<file path="config.mk">
export PLATFORM = sky130hd
export DESIGN_NAME = control_sequencer_flat
export DESIGN_NICKNAME = d
export VERILOG_FILES = /design/src/rtl/control_sequencer_if.sv /design/src/rtl/control_sequencer.sv /design/src/flat_wrapper.sv
export SDC_FILE = /design/constraint.sdc
export NUM_CORES = 1
export LEC_CHECK = 0
export ABC_AREA = 1
export ABC_CLOCK_PERIOD_IN_PS = 2200
export BUFFER_PORTS_ARGS = -buffer_cell sky130_fd_sc_hd__buf_2
export CORE_MARGIN = 5
export CORE_UTILIZATION = 34
export DETAILED_ROUTE_END_ITERATION = 12
export PLACE_DENSITY_LB_ADDON = 0.1
export SYNTH_ARGS = -nofsm -noshare
export SYNTH_HDL_FRONTEND = slang
export SYNTH_SLANG_ARGS = --single-unit
</file>
<file path="constraint.sdc">
create_clock -name clock -period 2.2 [get_ports clock]
set_input_delay 0.11 -clock clock [delete_from_list [all_inputs] [get_ports clock]]
set_output_delay 0.11 -clock clock [all_outputs]
set_load 0.01 [all_outputs]
</file>
<file path="src/rtl/control_sequencer_if.sv">
// Control sequencer bus interface.
//   run, mem_ready, IR      : datapath/host -> sequencer (start, memory data valid, instruction)
//   PCout .. Rout           : one-bit datapath control strobes from the sequencer
//   alu_op                  : ALU operation code (valid in the execute step only)
//   running, halted, illegal: sequencer status
// The master modport is the sequencer side; the slave modport is the datapath side.
interface control_sequencer_if;
  logic        run;
  logic        mem_ready;
  logic [31:0] IR;

  logic        PCout, MARin, IncPC, PCin;
  logic        Read, MDRin, MDRout, IRin;
  logic        Yin, Zin, Zlowout, Zhighout, HIin, LOin;
  logic        Gra, Grb, Grc, Rin, Rout;
  logic [4:0]  alu_op;
  logic        running, halted, illegal;

  modport master (
    input  run, mem_ready, IR,
    output PCout, MARin, IncPC, PCin,
    output Read, MDRin, MDRout, IRin,
    output Yin, Zin, Zlowout, Zhighout, HIin, LOin,
    output Gra, Grb, Grc, Rin, Rout,
    output alu_op, running, halted, illegal
  );

  modport slave (
    output run, mem_ready, IR,
    input  PCout, MARin, IncPC, PCin,
    input  Read, MDRin, MDRout, IRin,
    input  Yin, Zin, Zlowout, Zhighout, HIin, LOin,
    input  Gra, Grb, Grc, Rin, Rout,
    input  alu_op, running, halted, illegal
  );
endinterface

</file>
<file path="src/rtl/control_sequencer.sv">
// Control sequencer: steps a single-bus datapath through fetch (T0-T2) and
// execute (T3-T6) for ALU and MUL/DIV instructions, plus nop and halt.
// Ports:
//   clock : system clock, all state changes on its rising edge
//   clear : synchronous active-high reset, overrides every transition
//   bus   : control_sequencer_if.master (run/mem_ready/IR in, control strobes,
//           alu_op and status out)
// Outputs are decoded from the state register and the current IR; the only
// input-dependent strobes are PCin/Zlowout in T1, which follow mem_ready.
module control_sequencer (
  input  logic                       clock,
  input  logic                       clear,
  control_sequencer_if.master        bus
);

  typedef enum logic [3:0] {
    S_IDLE,
    S_T0,
    S_T1,
    S_T2,
    S_T3,
    S_T4,
    S_T5,
    S_T6,
    S_HALT
  } state_t;

  localparam logic [4:0] OP_ALU_LO = 5'b00011;
  localparam logic [4:0] OP_ALU_HI = 5'b01011;
  localparam logic [4:0] OP_MUL    = 5'b01111;
  localparam logic [4:0] OP_DIV    = 5'b10000;
  localparam logic [4:0] OP_NOP    = 5'b11011;
  localparam logic [4:0] OP_HALT   = 5'b11100;

  state_t     state;
  logic [4:0] opcode;
  logic       is_alu, is_muldiv, is_nop, is_halt, is_exec;
  logic       unused_ir_fields;

  // Register-select fields are consumed by the datapath's register encoder,
  // not by the sequencer.
  assign unused_ir_fields = ^bus.IR[26:0];

  assign opcode    = bus.IR[31:27];
  assign is_alu    = (opcode >= OP_ALU_LO) && (opcode <= OP_ALU_HI);
  assign is_muldiv = (opcode == OP_MUL) || (opcode == OP_DIV);
  assign is_nop    = (opcode == OP_NOP);
  assign is_halt   = (opcode == OP_HALT);
  assign is_exec   = is_alu || is_muldiv;

  // State register. run is only looked at in IDLE and at instruction
  // completion, so dropping it mid-instruction never aborts the instruction.
  // The opcode is resolved in T3 because IR only holds the fetched word after
  // the IRin strobe of T2.
  always_ff @(posedge clock) begin
    if (clear) begin
      state <= S_IDLE;
    end else begin
      case (state)
        S_IDLE: if (bus.run) state <= S_T0;
        S_T0:   state <= S_T1;
        S_T1:   if (bus.mem_ready) state <= S_T2;
        S_T2:   state <= S_T3;
        S_T3: begin
          if (is_exec)      state <= S_T4;
          else if (is_nop)  state <= bus.run ? S_T0 : S_IDLE;
          else if (is_halt) state <= S_HALT;
          else              state <= S_IDLE;
        end
        S_T4:   state <= S_T5;
        S_T5: begin
          if (is_muldiv) state <= S_T6;
          else           state <= bus.run ? S_T0 : S_IDLE;
        end
        S_T6:   state <= bus.run ? S_T0 : S_IDLE;
        S_HALT: state <= S_HALT;
        default: state <= S_IDLE;
      endcase
    end
  end

  // Output decode. Only one bus driver (PCout/MDRout/Zlowout/Zhighout/Rout)
  // and at most one of Gra/Grb/Grc is raised in any state.
  always_comb begin
    bus.PCout    = 1'b0;
    bus.MARin    = 1'b0;
    bus.IncPC    = 1'b0;
    bus.PCin     = 1'b0;
    bus.Read     = 1'b0;
    bus.MDRin    = 1'b0;
    bus.MDRout   = 1'b0;
    bus.IRin     = 1'b0;
    bus.Yin      = 1'b0;
    bus.Zin      = 1'b0;
    bus.Zlowout  = 1'b0;
    bus.Zhighout = 1'b0;
    bus.HIin     = 1'b0;
    bus.LOin     = 1'b0;
    bus.Gra      = 1'b0;
    bus.Grb      = 1'b0;
    bus.Grc      = 1'b0;
    bus.Rin      = 1'b0;
    bus.Rout     = 1'b0;
    bus.alu_op   = 5'b00000;
    bus.running  = 1'b0;
    bus.halted   = 1'b0;
    bus.illegal  = 1'b0;

    case (state)
      S_T0: begin
        bus.PCout   = 1'b1;
        bus.MARin   = 1'b1;
        bus.IncPC   = 1'b1;
        bus.Zin     = 1'b1;
        bus.running = 1'b1;
      end
      S_T1: begin
        bus.Read    = 1'b1;
        bus.MDRin   = 1'b1;
        bus.running = 1'b1;
        // Incremented PC is written back only in the cycle the read completes.
        if (bus.mem_ready) begin
          bus.Zlowout = 1'b1;
          bus.PCin    = 1'b1;
        end
      end
      S_T2: begin
        bus.MDRout  = 1'b1;
        bus.IRin    = 1'b1;
        bus.running = 1'b1;
      end
      S_T3: begin
        // nop/halt resolve here with every output low; anything else that is
        // not executable is flagged for exactly this one cycle.
        if (is_exec) begin
          bus.Grb     = 1'b1;
          bus.Rout    = 1'b1;
          bus.Yin     = 1'b1;
          bus.running = 1'b1;
        end else if (!is_nop && !is_halt) begin
          bus.illegal = 1'b1;
        end
      end
      S_T4: begin
        bus.Grc     = 1'b1;
        bus.Rout    = 1'b1;
        bus.Zin     = 1'b1;
        bus.alu_op  = opcode;
        bus.running = 1'b1;
      end
      S_T5: begin
        bus.running = 1'b1;
        if (is_alu) begin
          bus.Zlowout = 1'b1;
          bus.Gra     = 1'b1;
          bus.Rin     = 1'b1;
        end else if (is_muldiv) begin
          bus.Zlowout = 1'b1;
          bus.LOin    = 1'b1;
        end
      end
      S_T6: begin
        bus.Zhighout = 1'b1;
        bus.HIin     = 1'b1;
        bus.running  = 1'b1;
      end
      S_HALT: begin
        bus.halted = 1'b1;
      end
      default: ;
    endcase
  end

endmodule

</file>
<file path="src/flat_wrapper.sv">
// flat-port wrapper written by rule: the top's interface ports become plain ports
module control_sequencer_flat 
  (clock, clear, bus_run, bus_mem_ready, bus_IR, bus_PCout, bus_MARin, bus_IncPC, bus_PCin, bus_Read, bus_MDRin, bus_MDRout, bus_IRin, bus_Yin, bus_Zin, bus_Zlowout, bus_Zhighout, bus_HIin, bus_LOin, bus_Gra, bus_Grb, bus_Grc, bus_Rin, bus_Rout, bus_alu_op, bus_running, bus_halted, bus_illegal);
  control_sequencer_if bus_i ();
  input  logic clock;
  input  logic clear;
  input wire logic [$bits(bus_i.run)-1:0] bus_run;
  input wire logic [$bits(bus_i.mem_ready)-1:0] bus_mem_ready;
  input wire logic [$bits(bus_i.IR)-1:0] bus_IR;
  output wire logic [$bits(bus_i.PCout)-1:0] bus_PCout;
  output wire logic [$bits(bus_i.MARin)-1:0] bus_MARin;
  output wire logic [$bits(bus_i.IncPC)-1:0] bus_IncPC;
  output wire logic [$bits(bus_i.PCin)-1:0] bus_PCin;
  output wire logic [$bits(bus_i.Read)-1:0] bus_Read;
  output wire logic [$bits(bus_i.MDRin)-1:0] bus_MDRin;
  output wire logic [$bits(bus_i.MDRout)-1:0] bus_MDRout;
  output wire logic [$bits(bus_i.IRin)-1:0] bus_IRin;
  output wire logic [$bits(bus_i.Yin)-1:0] bus_Yin;
  output wire logic [$bits(bus_i.Zin)-1:0] bus_Zin;
  output wire logic [$bits(bus_i.Zlowout)-1:0] bus_Zlowout;
  output wire logic [$bits(bus_i.Zhighout)-1:0] bus_Zhighout;
  output wire logic [$bits(bus_i.HIin)-1:0] bus_HIin;
  output wire logic [$bits(bus_i.LOin)-1:0] bus_LOin;
  output wire logic [$bits(bus_i.Gra)-1:0] bus_Gra;
  output wire logic [$bits(bus_i.Grb)-1:0] bus_Grb;
  output wire logic [$bits(bus_i.Grc)-1:0] bus_Grc;
  output wire logic [$bits(bus_i.Rin)-1:0] bus_Rin;
  output wire logic [$bits(bus_i.Rout)-1:0] bus_Rout;
  output wire logic [$bits(bus_i.alu_op)-1:0] bus_alu_op;
  output wire logic [$bits(bus_i.running)-1:0] bus_running;
  output wire logic [$bits(bus_i.halted)-1:0] bus_halted;
  output wire logic [$bits(bus_i.illegal)-1:0] bus_illegal;
  assign bus_i.run = bus_run;
  assign bus_i.mem_ready = bus_mem_ready;
  assign bus_i.IR = bus_IR;
  assign bus_PCout = bus_i.PCout;
  assign bus_MARin = bus_i.MARin;
  assign bus_IncPC = bus_i.IncPC;
  assign bus_PCin = bus_i.PCin;
  assign bus_Read = bus_i.Read;
  assign bus_MDRin = bus_i.MDRin;
  assign bus_MDRout = bus_i.MDRout;
  assign bus_IRin = bus_i.IRin;
  assign bus_Yin = bus_i.Yin;
  assign bus_Zin = bus_i.Zin;
  assign bus_Zlowout = bus_i.Zlowout;
  assign bus_Zhighout = bus_i.Zhighout;
  assign bus_HIin = bus_i.HIin;
  assign bus_LOin = bus_i.LOin;
  assign bus_Gra = bus_i.Gra;
  assign bus_Grb = bus_i.Grb;
  assign bus_Grc = bus_i.Grc;
  assign bus_Rin = bus_i.Rin;
  assign bus_Rout = bus_i.Rout;
  assign bus_alu_op = bus_i.alu_op;
  assign bus_running = bus_i.running;
  assign bus_halted = bus_i.halted;
  assign bus_illegal = bus_i.illegal;
  control_sequencer u_core (.clock(clock), .clear(clear), .bus(bus_i));
endmodule
</file>
==> results of run 1 <==
==> through the flow <==
stage | std cells | instance area (sq um) | hold WS, ns
detailed placement | 137 | 662 | 0.330
finish | 140 | 684 | 0.0823
CTS | 140 | 684 | 0.0745
floorplan | 93 | 519 | 0.177
global route | 140 | 684 | 0.0874
global placement | 137 | 662 | 0.327
==> power groups by stage <==
| stage | clock (uW) | sequential (uW) | combinational, uW |
|---|---|---|---|
| after floorplan | 0 | 90.1 | 109 |
| after global placement | 0 | 92.0 | 147 |
| after detailed placement | 0 | 92.5 | 147 |
| after CTS | 98.2 | 91.3 | 148 |
| after global routing | 102 | 92.4 | 169 |
| final | 93.4 | 91.4 | 145 |
==> critical path: stages (launching register included) <==
cell and delay [ns]:
dfxtp_1 0.34, inv_2 0.11, nand2_1 0.10, nor2_1 0.14, nand2_1 0.10, nor2_1 0.12, nor2_1 0.06, nand2_1 0.05
buf_2 0.12
==> layer usage <==
metal,wire length (microns),share of wire (%),vias to the layer above
met4,14,1.0,0
met5,0,0,-
met2,585,43,22
li1,-,-,336
met3,106,7.7,2
met1,662,48,246
==> path summary, 6_finish.rpt <==
check | from | to | depth (start not counted)
worst min-delay path | clear | u_core.state[0]$_SDFFE_PP0P_ | 2
worst max register to register | u_core.state[3]$_SDFFE_PP0P_ | u_core.state[0]$_SDFFE_PP0P_ | 8
worst max-delay path | u_core.state[3]$_SDFFE_PP0P_ | bus_Zlowout | 8
worst min register to register | u_core.state[3]$_SDFFE_PP0P_ | u_core.state[3]$_SDFFE_PP0P_ | 2
==> cells in the final DEF, fill, tap and decap left out <==
cell / n
nor2_4: 2
nand2_1: 16
nand3_2: 3
a21oi_1: 4
nor3_1: 2
nand2_4: 1
nand2_2: 2
dfxtp_1: 4
o22ai_1: 1
inv_2: 4
nor2_2: 5
clkbuf_4: 3
inv_1: 16
nor4_1: 1
o21ai_0: 2
nor2_1: 19
nand3_1: 4
buf_2: 35
==> area by class of cell <==
cell class | instances | area [sq um] | area share, %
Timing Repair Buffer | 35 | 175 | 25.6
Clock buffer | 3 | 22.5 | 3.29
Inverter | 20 | 75.1 | 11.0
Sequential cell | 4 | 80.1 | 11.7
Tap cell | 16 | 20.0 | 2.93
Multi-Input combinational cell | 62 | 312 | 45.5
==> cell families (layout without fill, tap and decap cells) <==
family	after synthesis	after routing	synth area share [%]
compound gates	7	7	6.99
simple gates	55	55	53.0
buf+inv	27	58	24.6
flops	4	4	15.4
==> summary.txt, run 1 <==
Vias in the first global route -> 590
Total track usage -> 12.6%
First-pass GRT wire length -> 2.50 mm
Crit Path Category -> flop to output port
Internal -> 196 uW
Max Fanout on Critical Path -> 4
#FFs+latches synth -> 4
Hold Vio Cnt, Final -> 0
Worst-case vdd ir drop -> 0.000276 V
# setup viols final -> 0
Worst path arrival time -> 1.38 ns
CTS Sinks -> 4
Initial antenna violation count -> 0
Ports -> 63
Die width -> 49.1 microns
Diode count -> 0
Inserted Clock Buffers -> 3
Final wirelength -> 1.37 mm
Share of cells above drive strength 1 -> 44.4%
Rows -> 14
CTS tree -> built
Biggest regs -> u_core.state: 4 flops
Fin crit share -> 67.6%
Routed WL per cell -> 9.78 microns
Max_cap viols -> 0
Core Footprint -> 1470 sq um
Reg with most FFs -> u_core.state
Avg Vias per Cell -> 4.33
Sw power -> 134 uW
Post-synth net total -> 129
Max reg flops -> 4
Worst-Margin Slew -> 0.316 ns
Via count -> 606
CTS resizes -> 0
Met1 Usage GRT -> 17.3%
Area grow syn2layout -> 31.8%
Cell with the most instances after synthesis -> nor2_1
# hold bufs at CTS -> 0
Worst hold path class -> input port to flop
Area contributors post-synth -> dfxtp_1 (15%), nor2_1 (14%), inv_1 (12%)
Part of the power in combinational logic -> 44.0%
Post-CTS setup buffers -> 0
CTS root buffer -> clkbuf_4
Floorplan die height -> 49.1 microns
Count of pins over their slew limit -> 0
Filler cell count in the final layout -> 173
Reg2reg setup slack -> 1.01 ns
Slew margin rel. -> 78.8%
Clock latency at the later pin of the worst-skew pair -> 0.24 ns
Final TNS setup -> 0 ns
Syn avg cell area -> 5.58 sq um
Grt total ovfl -> 0
Cell Pwr Density -> 482 nW/um^2
Post-synth EDFFs -> 0
I/O Buffers -> 35
GR peak layer -> met2
Clock skew -> 0.00438 ns
Async set-reset flop share out of synthesis -> 0%
Setup slack after layout -> 0.713 ns
Power share of the clock group -> 28.3%
Leading area contributor after synthesis -> dfxtp_1
Leakage -> 0.000473 uW
Outcome -> finished clean
Minimum clock period -> 1.49 ns
Fin util -> 46.5%
Setup crit end kind -> output port
DRC viols -> 0
DRT antenna net count -> 0
DIE AREA -> 2410 sq um
Clk slew on worst S/H paths -> 0.04 ns
Largest net degree at the start of global routing -> 8
Worst slack at placement -> 0.964 ns
Grt met2 use -> 17.6%
Syn Std Cell Area -> 519 sq um
Grt met3 use -> 3.98%
Initial Utilization -> 35.3%
HPWL Detailed -> 1.16 mm
Pwr Total -> 330 uW
Post-synthesis sequential area ratio -> 15.4%
Primary FF master, synth -> dfxtp_1
CP startpoint kind -> flop
Power share of the sequential group -> 27.7%
Clock Tree Buf Depth -> 2
Nets -> 162
Number of library cell types mapped by synthesis -> 17
Yosys top cell area share -> 15.4%
DR iter-0 viols -> 4
Syn Inst Count -> 93
TritonRoute pass-1 iters -> 4
H-tree depth -> 1
Yosys warnings -> 0
Commonest cells post-synth -> nor2_1 (19), inv_1 (16), nand2_1 (16)
Max Fclk -> 672 MHz
Sw Share -> 40.7%
CP required -> 2.09 ns
RSZ-0062 raised after global routing -> no
Routability cong. -> 0.733
(Power assumes the default switching activity.)
==> run 2, diff against run 1 <==
--- a/config.mk
+++ b/config.mk
@@ -6,10 +6,10 @@
 export NUM_CORES = 1
 export LEC_CHECK = 0
 export ABC_AREA = 1
-export ABC_CLOCK_PERIOD_IN_PS = 2200
+export ABC_CLOCK_PERIOD_IN_PS = 1200
 export BUFFER_PORTS_ARGS = -buffer_cell sky130_fd_sc_hd__buf_2
 export CORE_MARGIN = 5
-export CORE_UTILIZATION = 34
+export CORE_UTILIZATION = 29
 export DETAILED_ROUTE_END_ITERATION = 12
 export PLACE_DENSITY_LB_ADDON = 0.1
 export SYNTH_ARGS = -nofsm -noshare
==> constraint.sdc (replaced) <==
create_clock -name clock -period 1.2 [get_ports clock]
set_input_delay 0.06 -clock clock [delete_from_list [all_inputs] [get_ports clock]]
set_output_delay 0.06 -clock clock [all_outputs]
set_load 0.01 [all_outputs]
==> summary.txt, run 2 (synthesized netlist as in run 1, its figures left out) <==
Core Footprint -> 1710 sq um
Crit path capture -> bus_illegal
Worst reg2reg endpoint -> u_core.state[0]$_SDFFE_PP0P_
Clock latency at the later pin of the worst-skew pair -> 0.23 ns
Final wirelength -> 1.74 mm
Setup crit end kind -> output port
Die width -> 52.3 microns
Avg Vias per Cell -> 4.24
Crit path from -> u_core.state[1]$_SDFFE_PP0P_
Routability cong. -> 0.768
Slowest cell on crit path -> dfxtp_4
H-tree depth -> 1
Max reg flops -> 4
CP Cell Sequence -> nor2_4, inv_2, nor2_4, o21ai_1, nor3_1, buf_2
Count of pins over their slew limit -> 0
Multi-input logic area -> 380 sq um
Bufs and invs on worst path -> 2
Total track usage -> 13.6%
CTS tree -> built
Diode count -> 0
Worst hold path class -> input port to flop
CP required -> 1.14 ns
Hold Vio Cnt, Final -> 0
Cell Pwr Density -> 826 nW/um^2
Seq. cell area -> 92.6 sq um
Initial Utilization -> 30.4%
Commonest non-fill, non-tap cell in the layout -> buf_2
Setup slack after layout -> -0.189 ns
Reg with most FFs -> u_core.state
Final TNS setup -> -1.63 ns
Leakage -> 0.000577 uW
Worst slack at placement -> 0.0140 ns
Pwr Total -> 765 uW
Outcome -> finished, violations left
Most frequent cells in the layout -> buf_2 (31), nand2_1 (14), buf_4 (14)
Worst r2r src -> u_core.state[1]$_SDFFE_PP0P_
Crit path depth -> 6
Vias in the first global route -> 648
Routed WL per cell -> 10.6 microns
Inserted Clock Buffers -> 3
DIE AREA -> 2740 sq um
Biggest regs -> u_core.state: 4 flops
Slowest stage delay, CP -> 0.36 ns
CP most frequent cell -> nor2_4
Largest net degree at the start of global routing -> 8
Area grow syn2layout -> 78.3%
Clk slew on worst S/H paths -> 0.04 ns
CTS root buffer -> clkbuf_4
Grt total ovfl -> 0
Slew margin rel. -> 77.7%
DR iter-0 viols -> 17
Crit Path Category -> flop to output port
Filler cell count in the final layout -> 188
Fin util -> 54.2%
Clock skew -> 0.00245 ns
Minimum clock period -> 1.39 ns
# setup viols final -> 21
Max Fanout on Critical Path -> 4
Hold WS -> 0.0306 ns
Floorplan die height -> 52.3 microns
Failing checks -> setup timing
Max Fclk -> 720 MHz
RSZ-0062 raised after global routing -> yes
Worst path arrival time -> 1.33 ns
HPWL Detailed -> 1.32 mm
Max_cap viols -> 0
I/O Buffers -> 35
CP delay by family, top -> simple AND/OR/NAND/NOR gates
First-pass GRT wire length -> 2.85 mm
Ports -> 63
Worst-case vdd ir drop -> 0.000684 V
Nets -> 177
Worst-Margin Slew -> 0.331 ns
DRC viols -> 0
TritonRoute pass-1 iters -> 4
Initial antenna violation count -> 0
Rows -> 15
Fin crit share -> 116%
DRT antenna net count -> 0
CTS Sinks -> 4
Share of cells above drive strength 1 -> 62.6%
CP startpoint kind -> flop
Reg2Reg Depth -> 10
Reg2reg setup slack -> -0.04 ns
Via count -> 695
Clock Tree Buf Depth -> 2
-- run 2: cell count changes in the layout (fill, tap and decap cells not counted), moves of 2 or more --
cell and delta:
inv_1 -3, dfxtp_4 +3, nor2_4 +6, dfxtp_1 -4
buf_4 +14, buf_6 +5, inv_4 +3, buf_2 -4
nand2_1 -2, nor2_1 -7
-- run 2: how the worst min path moves through the flow --
stage               start                            to  slack [ns]  cells past startpoint
floorplan           clear  u_core.state[0]$_SDFFE_PP0P_        0.13                      1
CTS                 clear  u_core.state[0]$_SDFFE_PP0P_        0.02                      2
detailed placement  clear  u_core.state[0]$_SDFFE_PP0P_        0.28                      2
global route        clear  u_core.state[3]$_SDFFE_PP0P_        0.04                      2
finish              clear  u_core.state[0]$_SDFFE_PP0P_        0.03                      2
global placement    clear  u_core.state[0]$_SDFFE_PP0P_        0.28                      2
-- run 2: worst reg2reg max path: stages, from the launching register on --
cell and delay [ns]:
dfxtp_4 0.36, nor2_4 0.13, inv_2 0.06, nor2_4 0.12, buf_4 0.12, nand2_1 0.06
nand2_1 0.06, nand2_1 0.04, nand3_1 0.07, nand2_1 0.08, nor2_2 0.07
-- run 2: per-layer routing --
metal	track usage (%)	vias to the layer above	routed length, microns	share of wire (%)
met1	18.5	303	752	43
met2	21.7	23	865	50
met5	0	-	0	0
met3	4.27	0	125	7.2
met4	1.28	0	0	0
li1	-	369	-	-
-- run 2: cell type report --
class,instances,area share (%)
Multi-Input combinational cell,62,41.1
Timing Repair Buffer,50,34.2
Clock buffer,3,2.43
Tap cell,25,3.38
Inverter,20,8.92
Sequential cell,4,10.0
-- run 2: through the flow --
step           instances  cell area, sq um
2_1_floorplan         93               519
3_3_place_gp         152               718
3_5_place_dp         152               718
4_1_cts              160               865
5_1_grt              164               926
6_report             164               926
-- run 2: where the power goes --
group,internal [uW],switching (uW)
clock network,111,47.0
logic,201,229
registers,150,26.6
total,463,303
-- run 2: what timing repair did --
action | in CTS | in global routing
pin swaps | 4 | 5
hold buffers | 0 | 0
gates resized for setup | 26 | 11
setup buffers | 5 | 4
endpoints found under the setup margin | 26 | 29
